### config.mk
export PLATFORM = sky130hd
export DESIGN_NAME = id00001001_host_loader
export DESIGN_NICKNAME = d
export VERILOG_FILES = /design/src/rtl/id00001001_host_loader.sv
export SDC_FILE = /design/constraint.sdc
export NUM_CORES = 1
export LEC_CHECK = 0
export ABC_CLOCK_PERIOD_IN_PS = 4600
export BUFFER_PORTS_ARGS = -buffer_cell sky130_fd_sc_hd__buf_2
export CORE_MARGIN = 2
export CORE_UTILIZATION = 55
export DETAILED_ROUTE_END_ITERATION = 10
export GPL_ROUTABILITY_DRIVEN = 1
export HOLD_SLACK_MARGIN = 0.02
export PLACE_DENSITY = 0.83
export SETUP_SLACK_MARGIN = 0.05
export SLEW_MARGIN = 20
export SYNTH_ARGS = -nofsm -noshare
export SYNTH_HDL_FRONTEND = slang
export SYNTH_SLANG_ARGS = --single-unit
### constraint.sdc
create_clock -name clk -period 4.6 [get_ports clk]
set_input_delay 1.15 -clock clk [delete_from_list [all_inputs] [get_ports clk]]
set_output_delay 1.15 -clock clk [all_outputs]
set_load 0.01 [all_outputs]
### src/rtl/id00001001_host_loader.sv
// Host-side loader for the ID00001001 controller: takes host CONF/DATA/START/CLEAR
// commands, fills MEMI, pulses start, and watches busy/done to raise a sticky interrupt.
module id00001001_host_loader #(
  parameter int ADDR_WIDTH_MEMI = 6,
  parameter int SIZE_CR         = 1,
  parameter int BUSY_TIMEOUT    = 16
) (
  input  logic                       clk,
  input  logic                       rst_a,
  input  logic                       en_s,
  input  logic                       h_valid,
  output logic                       h_ready,
  input  logic [1:0]                 h_cmd,
  input  logic [31:0]                h_data,
  output logic [ADDR_WIDTH_MEMI-1:0] memi_addr,
  output logic [31:0]                memi_data,
  output logic                       memi_we,
  output logic [SIZE_CR*32-1:0]      confReg,
  output logic                       start,
  input  logic                       busy_f,
  input  logic                       done_f,
  output logic                       stat_done,
  output logic                       stat_err,
  output logic                       stat_full,
  output logic                       irq
);

  localparam int CI_W = (SIZE_CR > 1) ? $clog2(SIZE_CR) : 1;
  localparam int TW   = $clog2(BUSY_TIMEOUT + 1);

  localparam logic [1:0] CMD_CONF  = 2'd0;
  localparam logic [1:0] CMD_DATA  = 2'd1;
  localparam logic [1:0] CMD_START = 2'd2;

  typedef enum logic [1:0] {S_IDLE, S_START, S_WAIT_BUSY, S_RUN} state_t;

  state_t                     r_state;
  logic [ADDR_WIDTH_MEMI-1:0] r_wp;
  logic [ADDR_WIDTH_MEMI-1:0] r_addr;
  logic [31:0]                r_wdata;
  logic                       r_we_pend;
  logic [CI_W-1:0]            r_ci;
  logic [SIZE_CR-1:0][31:0]   r_conf;
  logic [TW-1:0]              r_tmo;
  logic                       r_done;
  logic                       r_err;
  logic                       r_full;
  logic                       w_xfer;
  logic                       w_complete;

  assign h_ready    = en_s & (r_state == S_IDLE);
  assign w_xfer     = h_valid & h_ready;
  // a done pulse ends the run even if busy_f was never observed
  assign w_complete = done_f & ((r_state == S_WAIT_BUSY) | (r_state == S_RUN));

  // strobes are held registered while en_s is low and released on its return
  assign memi_we   = r_we_pend & en_s;
  assign start     = en_s & (r_state == S_START);
  assign memi_addr = r_addr;
  assign memi_data = r_wdata;
  assign confReg   = r_conf;
  assign stat_done = r_done;
  assign stat_err  = r_err;
  assign stat_full = r_full;
  assign irq       = r_done | r_err;

  always_ff @(posedge clk or posedge rst_a) begin
    if (rst_a) begin
      r_state   <= S_IDLE;
      r_wp      <= '0;
      r_addr    <= '0;
      r_wdata   <= '0;
      r_we_pend <= 1'b0;
      r_ci      <= '0;
      r_conf    <= '0;
      r_tmo     <= '0;
      r_done    <= 1'b0;
      r_err     <= 1'b0;
      r_full    <= 1'b0;
    end else if (en_s) begin
      r_we_pend <= 1'b0;
      if (w_complete) begin
        r_done  <= 1'b1;
        r_wp    <= '0;
        r_full  <= 1'b0;
        r_ci    <= '0;
        r_state <= S_IDLE;
      end else begin
        case (r_state)
          S_IDLE: begin
            if (w_xfer) begin
              case (h_cmd)
                CMD_CONF: begin
                  for (int k = 0; k < SIZE_CR; k++)
                    if (r_ci == CI_W'(k)) r_conf[k] <= h_data;
                  r_ci <= (r_ci == CI_W'(SIZE_CR - 1)) ? '0 : r_ci + 1'b1;
                end
                CMD_DATA: begin
                  if (r_full) begin
                    r_err <= 1'b1;
                  end else begin
                    r_we_pend <= 1'b1;
                    r_addr    <= r_wp;
                    r_wdata   <= h_data;
                    r_wp      <= r_wp + 1'b1;
                    if (r_wp == '1) r_full <= 1'b1;
                  end
                end
                CMD_START: r_state <= S_START;
                default: begin
                  r_done <= 1'b0;
                  r_err  <= 1'b0;
                  r_wp   <= '0;
                  r_ci   <= '0;
                  r_full <= 1'b0;
                end
              endcase
            end
          end
          S_START: begin
            r_state <= S_WAIT_BUSY;
            r_tmo   <= '0;
          end
          S_WAIT_BUSY: begin
            // counter starts one cycle after the pulse, so the limit is offset by
            // two to flag the error exactly BUSY_TIMEOUT cycles after start
            if (busy_f) begin
              r_state <= S_RUN;
            end else if (r_tmo == TW'(BUSY_TIMEOUT - 2)) begin
              r_err   <= 1'b1;
              r_state <= S_IDLE;
            end else begin
              r_tmo <= r_tmo + 1'b1;
            end
          end
          default: ;
        endcase
      end
    end
  end

endmodule
# ---- Yosys cells after proc, flatten, opt, wreduce, memory -nomap -nowiden
# Index checks and enable logic that the tools add are counted.
dict set report op_classes {
  n_mux 40
  n_mul 0
  shifts 0
  order_cmp 0
  n_reduce_logical 19
  n_div 0
  n_eq_ne 20
  add_sub_neg 3
  bitwise 10
}
# operator n
set ops {}
lappend ops {{2-to-1 mux 6 bit} 4}
lappend ops {{2-to-1 mux 1 bit} 22}
lappend ops {{AND reduction 5 bit} 3}
lappend ops {{one-hot mux 6 bit (2 select lines)} 1}
lappend ops {{AND reduction 4 bit} 3}
lappend ops {{AND reduction 6 bit} 2}
lappend ops {{2-to-1 mux 2 bit} 5}
lappend ops {{2-to-1 mux 5 bit} 2}
lappend ops {{one-hot mux 5 bit (2 select lines)} 1}
lappend ops {{!= test 3 bit (second input constant)} 3}
lappend ops {{!= test 2 x 1 -> 1 bit (second input constant)} 4}
lappend ops {{!= test 2 bit (second input constant)} 4}
lappend ops {{one-hot mux 1 bit (2 select lines)} 4}
lappend ops {{AND reduction 8 bit} 1}
lappend ops {{nonzero test 2 bit} 4}
lappend ops {{adder 6 x 1 -> 6 bit (second input constant)} 1}
lappend ops {{equality test 2 bit (second input constant)} 3}
lappend ops {{equality test 6 bit (second input constant)} 1}
lappend ops {{one-hot mux 2 bit (3 select lines)} 1}
lappend ops {{adder 5 x 1 -> 5 bit (second input constant)} 1}
lappend ops {{bitwise AND 1 bit} 5}
lappend ops {{equality test 5 x 4 -> 1 bit (second input constant)} 1}
lappend ops {{equality test 2 x 1 -> 1 bit (second input constant)} 2}
lappend ops {{logical NOT 2 bit} 2}
lappend ops {{8 further kinds} 12}
dict set report word_totals {
  in_bits 40
  wordCells 103
  rom_bits 0
  latchBits 0
  regBits 88
  memories 0
  mem_bits_rw 0
}

# ---- Depth between registers and ports, before layout
# Gate-level depths: netlist of run 1.
dict set report logic_depth {
  depth_word 7
  depth_mapped 8
  ltp_nobuf 6
}

# ---- Worst setup path after synthesis of run 1
# OpenSTA, ideal clock, no wires.
dict set report synth_timing {
  path_kind {input-to-output}
  from {input port en_s}
  to {output port h_ready}
  setup_slack_ns 1.975
  stages 2
  t_arrival_ns 1.475
  required_ns 3.450
  path_cell_list {buf_2 > and2_1}
}
dict set report synth_between {
  elab_chain_len 1
}
# item line_no
set synth_lines {}
lappend synth_lines {{start: declaration} 10} ;# input logic en_s,
lappend synth_lines {{bitwise AND 1 bit} 51} ;# assign h_ready = en_s & (r_state == S_IDLE);
lappend synth_lines {{end: declaration} 12} ;# output logic h_ready,
# Every way passes these cells.

# ---- Final worst setup path of run 1
dict set report layout_timing {
  from {register r_state[0]}
  to {register r_conf, in the netlist confReg[25]}
}
dict set report layout_between {
  elab_chain_len 5
  word_cells_on_any_way 9
  cone_classes {eq/ne: 2; bitwise: 5; reduce/logical: 2}
}
# item line_no
set layout_lines {}
lappend layout_lines {{start: declaration} 37} ;# state_t r_state;
lappend layout_lines {{start signal: assignment} 69} ;# r_state <= S_IDLE;
lappend layout_lines {{start signal: assignment} 87} ;# r_state <= S_IDLE;
lappend layout_lines {{start signal: assignment} 109} ;# CMD_START: r_state <= S_START;
lappend layout_lines {{equality test 2 bit} 54} ;# assign w_complete = done_f & ((r_state == S_WAIT_BUSY) | (r_state == S_RUN));
lappend layout_lines {{bitwise OR 1 bit} 54}
lappend layout_lines {{bitwise AND 1 bit} 54}
lappend layout_lines {{NOT 1 bit (no source line)} --}
lappend layout_lines {{AND reduction 6 bit (no source line) *} --}
lappend layout_lines {{end signal: indexed assignment} 95} ;# if (r_ci == CI_W'(k)) r_conf[k] <= h_data;
lappend layout_lines {{end: declaration} 43} ;# logic [SIZE_CR-1:0][31:0] r_conf;
# Every way passes the cells marked *; elsewhere a longest branch is shown, timed or not.
# A chain may end at the register's enable or synchronous reset.

==> results of run 1 <==
-- sequential cells by signal, summed over array words and instances, names as in the netlist, 2 cells and up --
signal     cells
r_state        2
memi_data     32
memi_addr      6
r_tmo          5
confReg       32
r_wp           6
-- worst reg2reg max path, stage by stage (launching register included) --
cell and delay (ns):
dfrtp_1 0.38, inv_1 0.08, ha_1 0.36, o21ai_4 0.31, nand2_4 0.12, or4_2 1.06, mux2_4 0.51
-- kinds of logic (layout without fill, tap and decap cells) --
logic type,Yosys count,in the layout,share of synthesized area [%]
DFF,87,87,56.6
muxes,73,73,24.2
and+or+nand+nor,53,53,7.71
AOI/OAI and AO/OA,34,34,6.22
buffers and inverters,20,144,2.96
adders and majority gates,7,7,2.28
-- worst paths after layout --
kind / from / endpoint / slack (ns) / cells past startpoint
max in group asynchronous: rst_a / memi_data[16]$_DFFE_PP0P_ / 2.85 / 3
max: r_state[0]$_DFFE_PP0P_ / confReg[25]$_DFFE_PP0P_ / 1.68 / 6
min in group asynchronous: rst_a / confReg[15]$_DFFE_PP0P_ / 0.94 / 2
min: r_we_pend$_DFFE_PP0P_ / r_we_pend$_DFFE_PP0P_ / 0.48 / 1
min reg2reg: r_we_pend$_DFFE_PP0P_ / r_we_pend$_DFFE_PP0P_ / 0.48 / 1
max reg2reg: r_state[0]$_DFFE_PP0P_ / confReg[25]$_DFFE_PP0P_ / 1.68 / 6
-- area by class of cell --
type | count | share of cell area, %
Tap cell | 96 | 2.57
Timing Repair Buffer | 118 | 12.7
Clock inverter | 5 | 0.882
Multi-Input combinational cell | 167 | 33.4
Inverter | 10 | 0.856
Clock buffer | 11 | 3.02
Sequential cell | 87 | 46.5
-- report_power, final --
part | leakage [nW] | internal, W | switching, W
Combinational | 1.25 | 0.000584 | 0.000501
Sequential | 1.12 | 0.00107 | 0.000179
Clock | 0.0861 | 0.000215 | 0.000279
-- routing by layer --
metal / up-vias / track usage [%]
li1: 1226 / -
met1: 1310 / 27.0
met2: 93 / 34.6
met3: 17 / 5.75
met4: 0 / 9.65
met5: - / 0
-- cell usage after synthesis (4+ instances only) --
cell type and count:
nand2b_1 6, inv_1 10, o21ai_0 9, dfrtp_1 87
o31ai_1 4, buf_6 4, nand2_1 13, mux2_2 40
mux2_4 30, buf_2 4, nand3_1 7, a21oi_1 6
ha_1 7
-- per-stage QoR --
step / utilization (%) / total power, W / area, µm²
5_1_grt: 68.9 / 0.00301 / 4680
3_5_place_dp: 66.2 / 0.00236 / 4500
2_1_floorplan: - / 0.00191 / 3840
6_report: 68.9 / 0.00283 / 4680
4_1_cts: 68.9 / 0.00285 / 4680
3_3_place_gp: 66.2 / 0.00230 / 4500
==> out/qor_table.md, run 1 <==
| Stage | Result | Reported |
|:---|:---|:---|
| setup path | Critical Path End Type | flop |
| pwr | VDD IR max | 0.331 mV |
| synthesis | Synth unique cells | 43 |
| routing | Router iterations before antenna repair | 5 |
| sta | Pins over their slew limit | 0 |
| run status | Status | finished clean |
| sta | Slew Limit Headroom | 31.2% |
| routing | Antenna viol nets, final | 0 |
| clocking | Buffer count from post-CTS setup fixing | 0 |
| sta | Final critical-path setup slack | 1.68 ns |
| sta | Setup TNS | 0 ns |
| clocking | H-tree levels | 3 |
| routing | Aggregate routed wire length | 7.87 mm |
| setup path | Critical Path Source Type | flop |
| setup path | WP buf/inv | 1 |
| setup path | Peak per-stage delay on the critical path | 1.06 ns |
| placed design | Global placement routability congestion | 0.899 |
| pwr | Leakage power | 2.46 nW |
| routing | Number of vias after detailed routing | 2,646 |
| routing | M1 wire length | 3.30 mm |
| layout | N_diodes | 0 |
| setup path | Data arrival time of the critical path | 3.16 ns |
| synthesis | Number of synthesis warnings | 0 |
| sta | Count of final setup violators | 0 |
| global routing | Initial antenna violation count | 0 |
| setup path | WP data required | 4.84 ns |
| routing | Sum of met3 wire segment lengths after detailed routing | 406 µm |
| placed design | Post-Place Worst Slack | 1.38 ns |
| routing | DRC Markers | 0 |
| clocking | Number of buffers on the longest clock path | 2 |
| clocking | Resize count post-CTS | 0 |
| setup path | Delay-heaviest family, CP | simple AND/OR/NAND/NOR gates |
| synthesis | Async set-reset flop share out of synthesis | 100% |
| setup path | Crit path max fanout | 32 |
| clocking | CTS Root Cell | clkbuf_8 |
| routing | Wire per inst | 15.9 µm |
| synthesis | Cell count after synthesis | 274 |
| layout | Fillers | 525 |
| sta | Final hold violations | 0 |
| clocking | Clock tree from TritonCTS | built |
| synthesis | Yosys top cell area share | 56.6% |
| die | I/O pins | 117 |
| global routing | Global-route usage over all layers | 21.4% |
| layout | Commonest non-fill, non-tap cell in the layout | buf_2 |
| sta | Setup repair after global routing missed its margin | no |
| layout | Multi-input gate area in the final layout | 1560 µm² |
| layout | Sequential cell area in the final layout | 2180 µm² |
| layout | Area delta synth->final | 21.7% |
| clocking | Clk pin slew, worst setup/hold paths | 0.09 ns |
| die | Chip width | 87.6 µm |
| setup path | Slowest cell on the critical path | or4_2 |
| synthesis | Mean instance size in the synthesized netlist | 14.0 µm² |
| routing | Max Used Layer | met4 |
| worst hold path | Class of the tightest hold or removal check | flop to flop |
| die | Height of the chip | 87.6 µm |
| sta | Final-layout worst hold slack | 0.481 ns |
| clocking | Hold buffers post-CTS | 0 |
| sta | Clock skew | 0.00665 ns |
| routing | Vias/cell | 5.36 |
| synthesis | Net count of the mapped netlist | 321 |
| layout | Cell Count, Final, Fillers Out | 494 |
| synthesis | Cell taking the most area after synthesis | dfrtp_1 |
| clocking | Sinks on Clock Net | 87 |
| synthesis | Portion of the post-synthesis area used by sequential elements | 56.6% |
| layout | Layout cells sized above 1 | 52.8% |
| synthesis | Count of state elements after synthesis | 87 |
| placed design | Post-Place Cells | 478 |
| synthesis | Number of enable-type register cells in the synthesized netlist | 0 |
| sta | Period utilisation layout | 63.5% |
| sta | Worst Max-Slew Pin Slew | 1.03 ns |
| global routing | Maximum number of pins on one net before global-route repair | 62 |
| placed design | Final HPWL DP | 5.62 mm |
| clocking | Cts bufs inserted | 9 |
| flow run | Maximum capacitance violations | 0 |
| placed design | Number of input and output port buffers inserted | 116 |
| die | Initial core utilization | 56.6% |
| pwr | Power density over the cells | 604 nW/µm² |
| synthesis | Post-synth design cell area | 3840 µm² |
| synthesis | Cells taking the most area after synthesis | dfrtp_1, mux2_2, mux2_4 |
| global routing | First-pass GRT wire length | 12.5 mm |
| sta | Tmin final | 2.92 ns |
| setup path | Category of the critical setup timing path | flop to flop |
| global routing | Vias in the first global route | 2,637 |
| die | Number of placement rows | 30 |
| clocking | Clock latency reported for the late side of the worst-skew pair | 0.35 ns |
| layout | Most frequent cells in the layout | buf_2, dfrtp_1, mux2_2 |
| setup path | Critical path, cell by cell | inv_1 > ha_1 > o21ai_4 > nand2_4 > or4_2 > mux2_4 |
| die | Area enclosed by the die boundary | 7680 µm² |
| sta | Fmax | 343 MHz |
| layout | Post-layout net count | 440 |
| routing | Wire length on met2 | 4.01 mm |
| die | Core outline area | 6790 µm² |
| routing | Initial drt markers | 111 |
| synthesis | Most frequently used flop master after synthesis | dfrtp_1 |
| global routing | Grt total ovfl | 0 |
Note: power is estimated with default switching activity, not from simulation.
==> run 2, diff against run 1 <==
Settings changed: ABC_CLOCK_PERIOD_IN_PS 4600 to 2900, CORE_UTILIZATION 55 to 51, PLACE_DENSITY 0.83 to 0.77.
Clock period 4.6 ns to 2.9 ns, I/O delays scaled along.
==> out/qor_table.md, run 2 (synthesis gave the netlist of run 1 again) <==
| Stage | Result | Reported |
|:---|:---|:---|
| sta | Slew Limit Headroom | 60.8% |
| layout | Post-layout util | 65.1% |
| placed design | Post-Place Cells | 483 |
| routing | Aggregate routed wire length | 7.63 mm |
| die | Core outline area | 7290 µm² |
| sta | Period utilisation layout | 90.1% |
| sta | Pins over their slew limit | 0 |
| routing | DRC Markers | 0 |
| sta | Fmax | 383 MHz |
| clocking | Hold buffers post-CTS | 0 |
| layout | Layout cells sized above 1 | 53.0% |
| clocking | Clk pin slew, worst setup/hold paths | 0.09 ns |
| routing | Router iterations before antenna repair | 5 |
| worst hold path | Worst hold path stage count | 1 |
| placed design | Global placement routability congestion | 0.852 |
| global routing | Grt total ovfl | 0 |
| global routing | Global-route usage over all layers | 19.5% |
| die | Number of placement rows | 31 |
| clocking | Buffer count from post-CTS setup fixing | 0 |
| setup path | WP data required | 3.12 ns |
| sta | Final hold violations | 0 |
| run status | Status | finished clean |
| routing | Initial drt markers | 68 |
| clocking | H-tree levels | 3 |
| setup path | WP buf/inv | 2 |
| layout | N_diodes | 0 |
| flow run | Maximum capacitance violations | 0 |
| setup path | Depth of the most critical reg-to-reg path | 7 |
| die | Initial core utilization | 52.7% |
| sta | Tmin final | 2.61 ns |
| clocking | Resize count post-CTS | 0 |
| setup path | Critical Path End Type | flop |
| sta | Clock skew | 0.00882 ns |
| clocking | CTS Root Cell | clkbuf_8 |
| sta | Worst Max-Slew Pin Slew | 0.588 ns |
| clocking | Number of buffers on the longest clock path | 2 |
| clocking | Clock tree from TritonCTS | built |
| sta | Setup repair after global routing missed its margin | no |
| layout | Post-layout net count | 442 |
| die | Height of the chip | 90.8 µm |
| clocking | Clock latency reported for the late side of the worst-skew pair | 0.34 ns |
| die | I/O pins | 117 |
| pwr | Power density over the cells | 968 nW/µm² |
| global routing | Maximum number of pins on one net before global-route repair | 45 |
| clocking | Sinks on Clock Net | 87 |
| pwr | Leakage power | 2.48 nW |
| setup path | Critical path, cell by cell | inv_1 > ha_1 > o21ai_4 > nand2_4 > or4_2 > buf_4 > mux2_4 |
| setup path | Slowest cell on the critical path | or4_2 |
| setup path | Critical Path Source Type | flop |
| routing | Antenna viol nets, final | 0 |
| setup path | Depth of the critical timing path with buffers and inverters included | 7 |
| setup path | Crit path max fanout | 32 |
| sta | Setup TNS | 0 ns |
| sta | Count of final setup violators | 0 |
| placed design | Final HPWL DP | 5.56 mm |
| clocking | Cts bufs inserted | 9 |
| worst hold path | Class of the tightest hold or removal check | flop to flop |
| setup path | Category of the critical setup timing path | flop to flop |
| layout | Area delta synth->final | 23.5% |
| layout | Commonest non-fill, non-tap cell in the layout | buf_2 |
| placed design | Number of input and output port buffers inserted | 116 |
| setup path | Delay-heaviest family, CP | simple AND/OR/NAND/NOR gates |
| die | Chip width | 90.8 µm |
| layout | Cell Count, Final, Fillers Out | 499 |
| routing | Vias/cell | 5.19 |
| routing | Number of vias after detailed routing | 2,591 |
| global routing | Initial antenna violation count | 0 |
| pwr | VDD IR max | 0.476 mV |
| layout | Most frequent cells in the layout | buf_2, dfrtp_1, mux2_2 |
| global routing | Vias in the first global route | 2,624 |
| routing | Wire per inst | 15.3 µm |
| setup path | Peak per-stage delay on the critical path | 0.54 ns |
| setup path | Data arrival time of the critical path | 2.83 ns |
| global routing | First-pass GRT wire length | 12.9 mm |
| die | Area enclosed by the die boundary | 8250 µm² |
==> run 2: worst paths after layout <==
path / start / to / slack, ns
max in group asynchronous: rst_a / confReg[10]$_DFFE_PP0P_ / 1.98
min: r_we_pend$_DFFE_PP0P_ / r_we_pend$_DFFE_PP0P_ / 0.48
max: r_state[0]$_DFFE_PP0P_ / confReg[11]$_DFFE_PP0P_ / 0.29
min in group asynchronous: rst_a / confReg[20]$_DFFE_PP0P_ / 0.54
max reg2reg: r_state[0]$_DFFE_PP0P_ / confReg[11]$_DFFE_PP0P_ / 0.29
min reg2reg: r_we_pend$_DFFE_PP0P_ / r_we_pend$_DFFE_PP0P_ / 0.48
==> run 2: power breakdown <==
part           total [W]  internal, W  switching, W
combinational    0.00171     0.000927      0.000785
sequential       0.00197      0.00170      0.000276
clock           0.000915     0.000490      0.000425
total            0.00460      0.00311       0.00149
==> run 2: metal layers <==
layer	global-route usage, %	routed length (µm)	share of wire [%]
met2	33.7	3950	52
met1	25.6	3320	43
met3	3.01	293	3.8
met4	5.68	73	0.96
met5	0	0	0
==> run 2: area by class of cell <==
class	count	area, µm²
fillers	596	2540
flip-flops and latches	87	2180
multi-input cells	167	1560
repair buffers	120	623
clock buffers	10	128
well taps	99	124
clock inverters	6	92.6
inverters	10	41.3
==> run 2: per-stage QoR <==
stage | hold slack [ns] | cell area (µm²) | setup WS, ns | power [W]
after floorplan | 0.446 | 3850 | 0.801 | 0.00304
after global placement | 0.459 | 4530 | 0.408 | 0.00365
after detailed placement | 0.462 | 4530 | 0.317 | 0.00374
after CTS | 0.482 | 4750 | 0.295 | 0.00466
after global routing | 0.505 | 4750 | 0.153 | 0.00491
final | 0.479 | 4750 | 0.288 | 0.00460
